File: config.mk
export PLATFORM = sky130hd
export DESIGN_NAME = memory_page_reader
export DESIGN_NICKNAME = d
export VERILOG_FILES = /design/src/rtl/memory_page_reader_pkg.sv /design/src/rtl/memory_page_reader_skid_fifo.sv /design/src/rtl/memory_page_reader.sv
export SDC_FILE = /design/constraint.sdc
export NUM_CORES = 1
export LEC_CHECK = 0
export BUFFER_PORTS_ARGS = -buffer_cell sky130_fd_sc_hd__buf_2
export CORE_UTILIZATION = 50
export DETAILED_ROUTE_END_ITERATION = 10
export HOLD_SLACK_MARGIN = 0.08
export PLACE_DENSITY = 0.69
export SETUP_SLACK_MARGIN = 0.1
export SYNTH_ARGS = -nofsm -noshare
export SYNTH_HDL_FRONTEND = slang
export SYNTH_SLANG_ARGS = --single-unit
File: constraint.sdc
create_clock -name clkb -period 6.71 [get_ports clkb]
set_input_delay 0.3355 -clock clkb [delete_from_list [all_inputs] [get_ports clkb]]
set_output_delay 0.3355 -clock clkb [all_outputs]
set_load 0.02 [all_outputs]
File: src/rtl/memory_page_reader_pkg.sv
// ----------------------------------------------------------------------------
// memory_page_reader_pkg
// Shared definitions for the paged block-RAM read master:
//   ENT_W        - width of the per-page entry index / entry count
//   PAGE_ENTRIES - maximum entries held by one page
//   state_t      - read master FSM encoding
//   clogb2       - ceil(log2(depth)), used to size addresses and counters
// ----------------------------------------------------------------------------
package memory_page_reader_pkg;

    localparam int ENT_W        = 5;
    localparam int PAGE_ENTRIES = 32;

    typedef enum logic [1:0] {
        ST_IDLE  = 2'd0,
        ST_ISSUE = 2'd1,
        ST_DRAIN = 2'd2,
        ST_FIN   = 2'd3
    } state_t;

    // Number of bits needed to index 'depth' distinct locations.
    function automatic int clogb2(input int depth);
        int v;
        int r;
        v = depth - 1;
        r = 0;
        while (v > 0) begin
            r = r + 1;
            v = v >> 1;
        end
        return r;
    endfunction

endpackage

File: src/rtl/memory_page_reader_skid_fifo.sv
// ----------------------------------------------------------------------------
// mem_rd_skid_fifo
// Small synchronous FIFO that absorbs RAM read data returning after the
// fixed read latency, so the downstream stream can stall freely.
// Ports:
//   clk, rst      - clock, asynchronous active-high reset
//   i_wr_en       - push i_wr_data (dropped if full and not popping)
//   i_wr_data     - data word to push
//   i_rd_en       - pop the head entry (ignored when empty)
//   o_rd_data     - head entry, stable until popped
//   o_valid       - FIFO holds at least one entry
//   o_count       - current number of stored entries
// ----------------------------------------------------------------------------
module mem_rd_skid_fifo
    import memory_page_reader_pkg::*;
#(
    parameter  int WIDTH = 19,
    parameter  int DEPTH = 3,
    localparam int CNT_W = clogb2(DEPTH + 1),
    localparam int PTR_W = (DEPTH > 1) ? clogb2(DEPTH) : 1
) (
    input  logic             clk,
    input  logic             rst,
    input  logic             i_wr_en,
    input  logic [WIDTH-1:0] i_wr_data,
    input  logic             i_rd_en,
    output logic [WIDTH-1:0] o_rd_data,
    output logic             o_valid,
    output logic [CNT_W-1:0] o_count
);

    logic [WIDTH-1:0] r_mem [DEPTH];
    logic [PTR_W-1:0] r_wr_ptr;
    logic [PTR_W-1:0] r_rd_ptr;
    logic [CNT_W-1:0] r_count;

    logic w_rd;
    logic w_wr;

    // Depth need not be a power of two, so pointers wrap explicitly.
    function automatic logic [PTR_W-1:0] ptr_next(input logic [PTR_W-1:0] ptr);
        return (ptr == PTR_W'(DEPTH - 1)) ? '0 : ptr + 1'b1;
    endfunction

    assign w_rd = i_rd_en && (r_count != '0);
    assign w_wr = i_wr_en && ((r_count != CNT_W'(DEPTH)) || w_rd);

    always_ff @(posedge clk or posedge rst) begin
        if (rst) begin
            // NOTE: the storage is only a few words and its head drives the
            // stream data port directly, so it is reset to give data_o = 0.
            for (int i = 0; i < DEPTH; i++) begin
                r_mem[i] <= '0;
            end
            r_wr_ptr <= '0;
            r_rd_ptr <= '0;
            r_count  <= '0;
        end else begin
            if (w_wr) begin
                r_mem[r_wr_ptr] <= i_wr_data;
                r_wr_ptr        <= ptr_next(r_wr_ptr);
            end
            if (w_rd) begin
                r_rd_ptr <= ptr_next(r_rd_ptr);
            end
            // Simultaneous push and pop leave the count unchanged.
            case ({w_wr, w_rd})
                2'b10:   r_count <= r_count + 1'b1;
                2'b01:   r_count <= r_count - 1'b1;
                default: r_count <= r_count;
            endcase
        end
    end

    assign o_rd_data = r_mem[r_rd_ptr];
    assign o_valid   = (r_count != '0);
    assign o_count   = r_count;

endmodule

File: src/rtl/memory_page_reader.sv
// ----------------------------------------------------------------------------
// memory_page_reader
// Read-side master for the paged block-RAM store. A start pulse drains one
// page of nent entries through the RAM read port, absorbs the fixed RAM read
// latency and presents the words as a valid/ready stream with last marking.
// Ports:
//   clkb, rstb          - clock, asynchronous active-high reset
//   start/page_i/nent_i - request: page to drain and its entry count
//   addrb/enb/regceb    - RAM read port address, enable, output-reg enable
//   doutb               - RAM read data, valid RAM_LAT cycles after enb
//   data_o/valid_o/ready_i/last_o - output stream
//   busy, done          - request in progress, one-cycle completion pulse
// ----------------------------------------------------------------------------
module memory_page_reader
    import memory_page_reader_pkg::*;
#(
    parameter  int RAM_WIDTH = 18,
    parameter  int RAM_DEPTH = 1024,
    parameter  int PAGE_W    = 3,
    parameter  int RAM_LAT   = 2,
    localparam int ADDR_W    = clogb2(RAM_DEPTH)
) (
    input  logic                 clkb,
    input  logic                 rstb,
    input  logic                 start,
    input  logic [PAGE_W-1:0]    page_i,
    input  logic [ENT_W-1:0]     nent_i,
    output logic [ADDR_W-1:0]    addrb,
    output logic                 enb,
    output logic                 regceb,
    input  logic [RAM_WIDTH-1:0] doutb,
    output logic [RAM_WIDTH-1:0] data_o,
    output logic                 valid_o,
    input  logic                 ready_i,
    output logic                 last_o,
    output logic                 busy,
    output logic                 done
);

    localparam int FIFO_DEPTH = RAM_LAT + 1;
    localparam int CNT_W      = clogb2(FIFO_DEPTH + 1);
    // Wide enough for in-flight reads plus stored words.
    localparam int CR_W       = CNT_W + 1;

    state_t              r_state;
    logic [PAGE_W-1:0]   r_page;
    logic [ENT_W-1:0]    r_nent;
    logic [ENT_W-1:0]    r_idx;
    logic                r_busy;
    logic                r_done;
    logic [RAM_LAT-1:0]  r_inflight;
    logic [RAM_LAT-1:0]  r_inflight_last;

    logic                w_pop;
    logic                w_fifo_valid;
    logic [CNT_W-1:0]    w_fifo_count;
    logic [RAM_WIDTH:0]  w_fifo_rd_data;
    logic [CR_W-1:0]     w_inflight_cnt;
    logic [CR_W-1:0]     w_used;
    logic                w_issue;
    logic                w_issue_last;

    assign w_pop = w_fifo_valid && ready_i;

    // Credit check: reads already issued plus words stored, less the word
    // leaving this cycle, must leave room for one more read. Counting the
    // departing word (a combinational ready_i -> enb path) is what lets a
    // latency+1 deep FIFO sustain one beat per cycle.
    always_comb begin
        // NOTE: every combinational output is given a default first, so no
        // path through the block can leave it unassigned and infer a latch.
        w_inflight_cnt = '0;
        for (int i = 0; i < RAM_LAT; i++) begin
            w_inflight_cnt = w_inflight_cnt + CR_W'(r_inflight[i]);
        end
        w_used  = w_inflight_cnt + CR_W'(w_fifo_count) - CR_W'(w_pop);
        w_issue = (r_state == ST_ISSUE) && (w_used < CR_W'(FIFO_DEPTH));
    end

    assign w_issue_last = (r_idx == (r_nent - ENT_W'(1)));

    // Read master FSM with registered busy/done.
    always_ff @(posedge clkb or posedge rstb) begin
        if (rstb) begin
            r_state <= ST_IDLE;
            r_page  <= '0;
            r_nent  <= '0;
            r_idx   <= '0;
            r_busy  <= 1'b0;
            r_done  <= 1'b0;
        end else begin
            r_done <= 1'b0;
            case (r_state)
                ST_IDLE: begin
                    if (start) begin
                        r_page  <= page_i;
                        r_nent  <= nent_i;
                        r_idx   <= '0;
                        r_busy  <= 1'b1;
                        r_state <= (nent_i == '0) ? ST_FIN : ST_ISSUE;
                    end
                end
                ST_ISSUE: begin
                    if (w_issue) begin
                        if (w_issue_last) begin
                            r_state <= ST_DRAIN;
                        end else begin
                            r_idx <= r_idx + 1'b1;
                        end
                    end
                end
                ST_DRAIN: begin
                    // FIFO empty means the last beat has been accepted.
                    if ((r_inflight == '0) && (w_fifo_count == '0)) begin
                        r_state <= ST_FIN;
                    end
                end
                ST_FIN: begin
                    r_done  <= 1'b1;
                    r_busy  <= 1'b0;
                    r_state <= ST_IDLE;
                end
                default: r_state <= ST_IDLE;
            endcase
        end
    end

    // In-flight tracker: enb delayed by the RAM latency marks the cycle in
    // which doutb carries the matching word; the last tag travels alongside.
    always_ff @(posedge clkb or posedge rstb) begin
        if (rstb) begin
            r_inflight      <= '0;
            r_inflight_last <= '0;
        end else begin
            r_inflight[0]      <= w_issue;
            r_inflight_last[0] <= w_issue && w_issue_last;
            for (int i = 1; i < RAM_LAT; i++) begin
                r_inflight[i]      <= r_inflight[i-1];
                r_inflight_last[i] <= r_inflight_last[i-1];
            end
        end
    end

    mem_rd_skid_fifo #(
        .WIDTH (RAM_WIDTH + 1),
        .DEPTH (FIFO_DEPTH)
    ) u_fifo (
        .clk       (clkb),
        .rst       (rstb),
        .i_wr_en   (r_inflight[RAM_LAT-1]),
        .i_wr_data ({r_inflight_last[RAM_LAT-1], doutb}),
        .i_rd_en   (w_pop),
        .o_rd_data (w_fifo_rd_data),
        .o_valid   (w_fifo_valid),
        .o_count   (w_fifo_count)
    );

    assign addrb   = ADDR_W'({r_page, r_idx});
    assign enb     = w_issue;
    assign regceb  = 1'b1;
    assign data_o  = w_fifo_rd_data[RAM_WIDTH-1:0];
    assign last_o  = w_fifo_rd_data[RAM_WIDTH];
    assign valid_o = w_fifo_valid;
    assign busy    = r_busy;
    assign done    = r_done;

endmodule
==> summary.txt <==
Status
  • Outcome: completed

Timing
  • Unrepaired setup endpoints after global routing: false
  • Worst Skew: 0.01220 ns
  • Achievable frequency: between 200 and 300 MHz
  • Final setup violation count: 0
  • Setup TNS: 0 ns
  • Final Cycle Share: 0.4971
  • Final Hold Fails: 0
  • Worst slew pin tran: 1.060 ns
  • Relative slew margins: 0.2937
  • Crit path time final: 3.336 ns
  • Slew Limit Fails: 0

Worst setup path
  • Crit end category: output pin
  • Setup CP Type: flip-flop to output pin
  • Startpoint Class: flip-flop
  • Setup crit start: u_fifo.o_count[1]
  • CP arrival: 3.00 ns
  • CP Max Fanout: 5
  • Worst Path Required: 6.37 ns
  • Reg2reg start: u_fifo.o_count[1]

Detailed routing
  • Vias per cell: 5.426
  • DRC errors left: 0
  • Iteration-0 DRC Markers: 78
  • DR WL/cell: approximately 16 µm
  • Drt first pass iters: 4
  • Final ANT Viol Nets: 0
  • Total routed wirelength: ~7.7 mm
  • Total number of vias: 2675

Synthesis
  • Synthesis Warnings: 0
  • Number of flops mapped to enable cells by yosys: 0
  • Syn Area/Cell: 12.49 µm²
  • Post-synth top flop: dfrtp_1
  • Yosys reg bits: 84
  • Async S/R FF share, synth: 1.000
  • Area of the mapped netlist: roughly 4100 µm²
  • Cells after Synth: 329
  • Sequential fraction of the synthesis area: 0.5117
  • Synth unique cells: 50

Clock tree
  • CTS Buf Count: 9
  • PostCTS Resize Cnt: 0
  • Clk pin slew, worst setup/hold paths: 0.09 ns
  • Clk root buf: clkbuf_8
  • Clock buffer depth: 2
  • Clock latency on the worst-skew pair: 0.36 ns
  • CTS H-tree lvls: 3
  • CTS tree: yes
  • Post-CTS Hold Buffers: 0
  • # clock sinks: between 80 and 90
  • Setup Fix Bufs, Post-CTS: 0

Place
  • RD Place Congestion: a little under 0.8
  • HPWL after DPL: 5.054 mm
  • # port buffers: 60

Hold path
  • Hold Path Class: input port to flip-flop
  • Hold Startpoint: page_i[2]

GRT
  • First-pass GRT wire length: 12.90 mm
  • Initial antenna violation count: 0
  • Vias in the first global route: 2694
  • Total GRT Usage: 0.1954
  • Gr ovfl total: 0
  • Largest net degree at the start of global routing: 85

Power
  • Pleak: about 2.2 nW
  • Total power: 2.508 mW
  • PwrDens: 531.9 nW/µm²
  • Worst vdd ir: approximately 250 µV

Finish
  • Ant diodes: 0
  • Layout cells sized above 1: 0.3734
  • Layout net count: 426
  • Area of the multi-input gates: 1857 µm²
  • FILL cells: 650
  • Area Growth Syn to Fin: 14.77%
  • Register area: 2102 µm²

Die
  • I/O pin cnt: 64
  • Die H: 92.64 µm
  • Die area: approximately 8600 µm²
  • Row Count: 32
  • Core ar.: ~7800 µm²
  • Initial Util: 0.5234
  • Die width: between 90 and 100 µm

Job
  • Max-cap violation count: 0
==> routing by layer <==
metal / vias up / wire length, µm / track usage
li1: 1274 / - / -
met1: 1345 / 3557 / 0.2471
met2: 48 / 3730 / 0.3241
met3: 8 / 293 / 0.05090
met4: 0 / 96 / 0.07051
met5: - / 0 / 0
==> logic make-up (layout without fill, tap and decap cells) <==
| family | Yosys count | in the layout | share of synthesized area |
|---|---|---|---|
| muxes | 87 | 87 | 0.2412 |
| DFF | 84 | 84 | 0.5117 |
| and+or+nand+nor | 62 | 62 | 0.07189 |
| AOI/OAI and AO/OA | 43 | 43 | 0.07950 |
| buffers and inverters | 31 | 92 | 0.03838 |
| adders and majority gates | 10 | 10 | 0.03412 |
| xor gates and xnor gates | 10 | 10 | 0.02132 |
| other | 2 | 3 | 0.001828 |
==> flip-flops by register name, summed over array words and instances (netlist names) <==
| name | cells |
|---|---|
| busy | 1 |
| done | 1 |
| r_idx | 5 |
| r_inflight | 2 |
| r_inflight_last | 2 |
| r_nent | 5 |
| r_page | 3 |
| r_state | 2 |
| u_fifo.o_count | 2 |
| u_fifo.r_mem | 57 |
| u_fifo.r_rd_ptr | 2 |
| u_fifo.r_wr_ptr | 2 |
==> Yosys cell counts, types with 4 or more instances <==
master	count	area [µm²]
o21ai_0	11	55.05
xor2_1	4	35.03
mux2i_1	21	210.2
xnor2_1	6	52.55
mux2_1	10	112.6
ha_1	8	100.1
mux2_4	10	150.1
inv_1	11	41.29
nand2_1	34	127.6
dfrtp_1	84	2102
o22ai_1	12	75.07
nor3_1	4	20.02
nor2_1	5	18.77
clkbuf_1	8	30.03
mux2_2	46	518.0
buf_2	6	30.03
==> through the flow <==
stage / hold slack [ns] / cells / util / setup WS (ns) / area (µm²)
2_1_floorplan: 0.3312 / 330 / - / 3.609 / 4111
3_3_place_gp: 0.3493 / 477 / 0.5692 / 3.586 / 4467
3_5_place_dp: 0.3523 / 477 / 0.5692 / 3.534 / 4467
4_1_cts: 0.1927 / 493 / 0.6008 / 3.330 / 4715
5_1_grt: 0.1923 / 493 / 0.6008 / 3.199 / 4715
6_report: 0.2038 / 493 / 0.6008 / 3.374 / 4715
==> report_power, final <==
group / internal, mW / total [mW] / leakage (nW) / switching [mW]
Sequential: 0.744 / 0.900 / 1.03 / 0.156
Clock: 0.259 / 0.444 / 0.120 / 0.185
Combinational: 0.543 / 1.16 / 1.08 / 0.621
Total: 1.55 / 2.51 / 2.23 / 0.962
==> layout make-up <==
class / instances / area share
clock buffer: 11 / 0.02999
clock inverter: 5 / 0.02256
inverter: 11 / 0.009023
multi-input combinational: 215 / 0.3938
sequential: 84 / 0.4459
tap: 102 / 0.02707
timing repair buffer: 65 / 0.07166
==> final timing paths <==
kind / endpoint / slack [ns] / cells past startpoint
worst min register to register: r_inflight_last[1] / 0.37 / 0
worst max register to register: r_idx[1] / 3.51 / 11
min in group asynchronous: u_fifo.r_mem[24] / 0.29 / 3
worst min-delay path: r_page[2] / 0.20 / 2
max in group asynchronous: r_inflight_last[1] / 5.73 / 3
worst max-delay path: enb / 3.37 / 10
==> critical path, cell delays in order (launching register included) <==
cell and delay [ns]:
dfrtp_1 0.46, or2_1 0.27, nand2_1 0.13, inv_1 0.09, ha_1 0.31, fa_1 0.39
fa_1 0.38, xor2_1 0.16, nor2_1 0.11, and2_1 0.17, buf_2 0.17
==> cells in the final DEF (no fill, tap or decap), types with 6 or more instances in the layout <==
cell	synthesis	final
dfrtp_1	84	84
o21ai_0	11	11
mux2_4	10	10
xnor2_1	6	6
mux2i_1	21	21
buf_2	6	60
nand2_1	34	34
inv_1	11	10
mux2_1	10	10
ha_1	8	8
mux2_2	46	46
clkbuf_8	0	10
o22ai_1	12	12
Power figures use the tool's default switching activity.
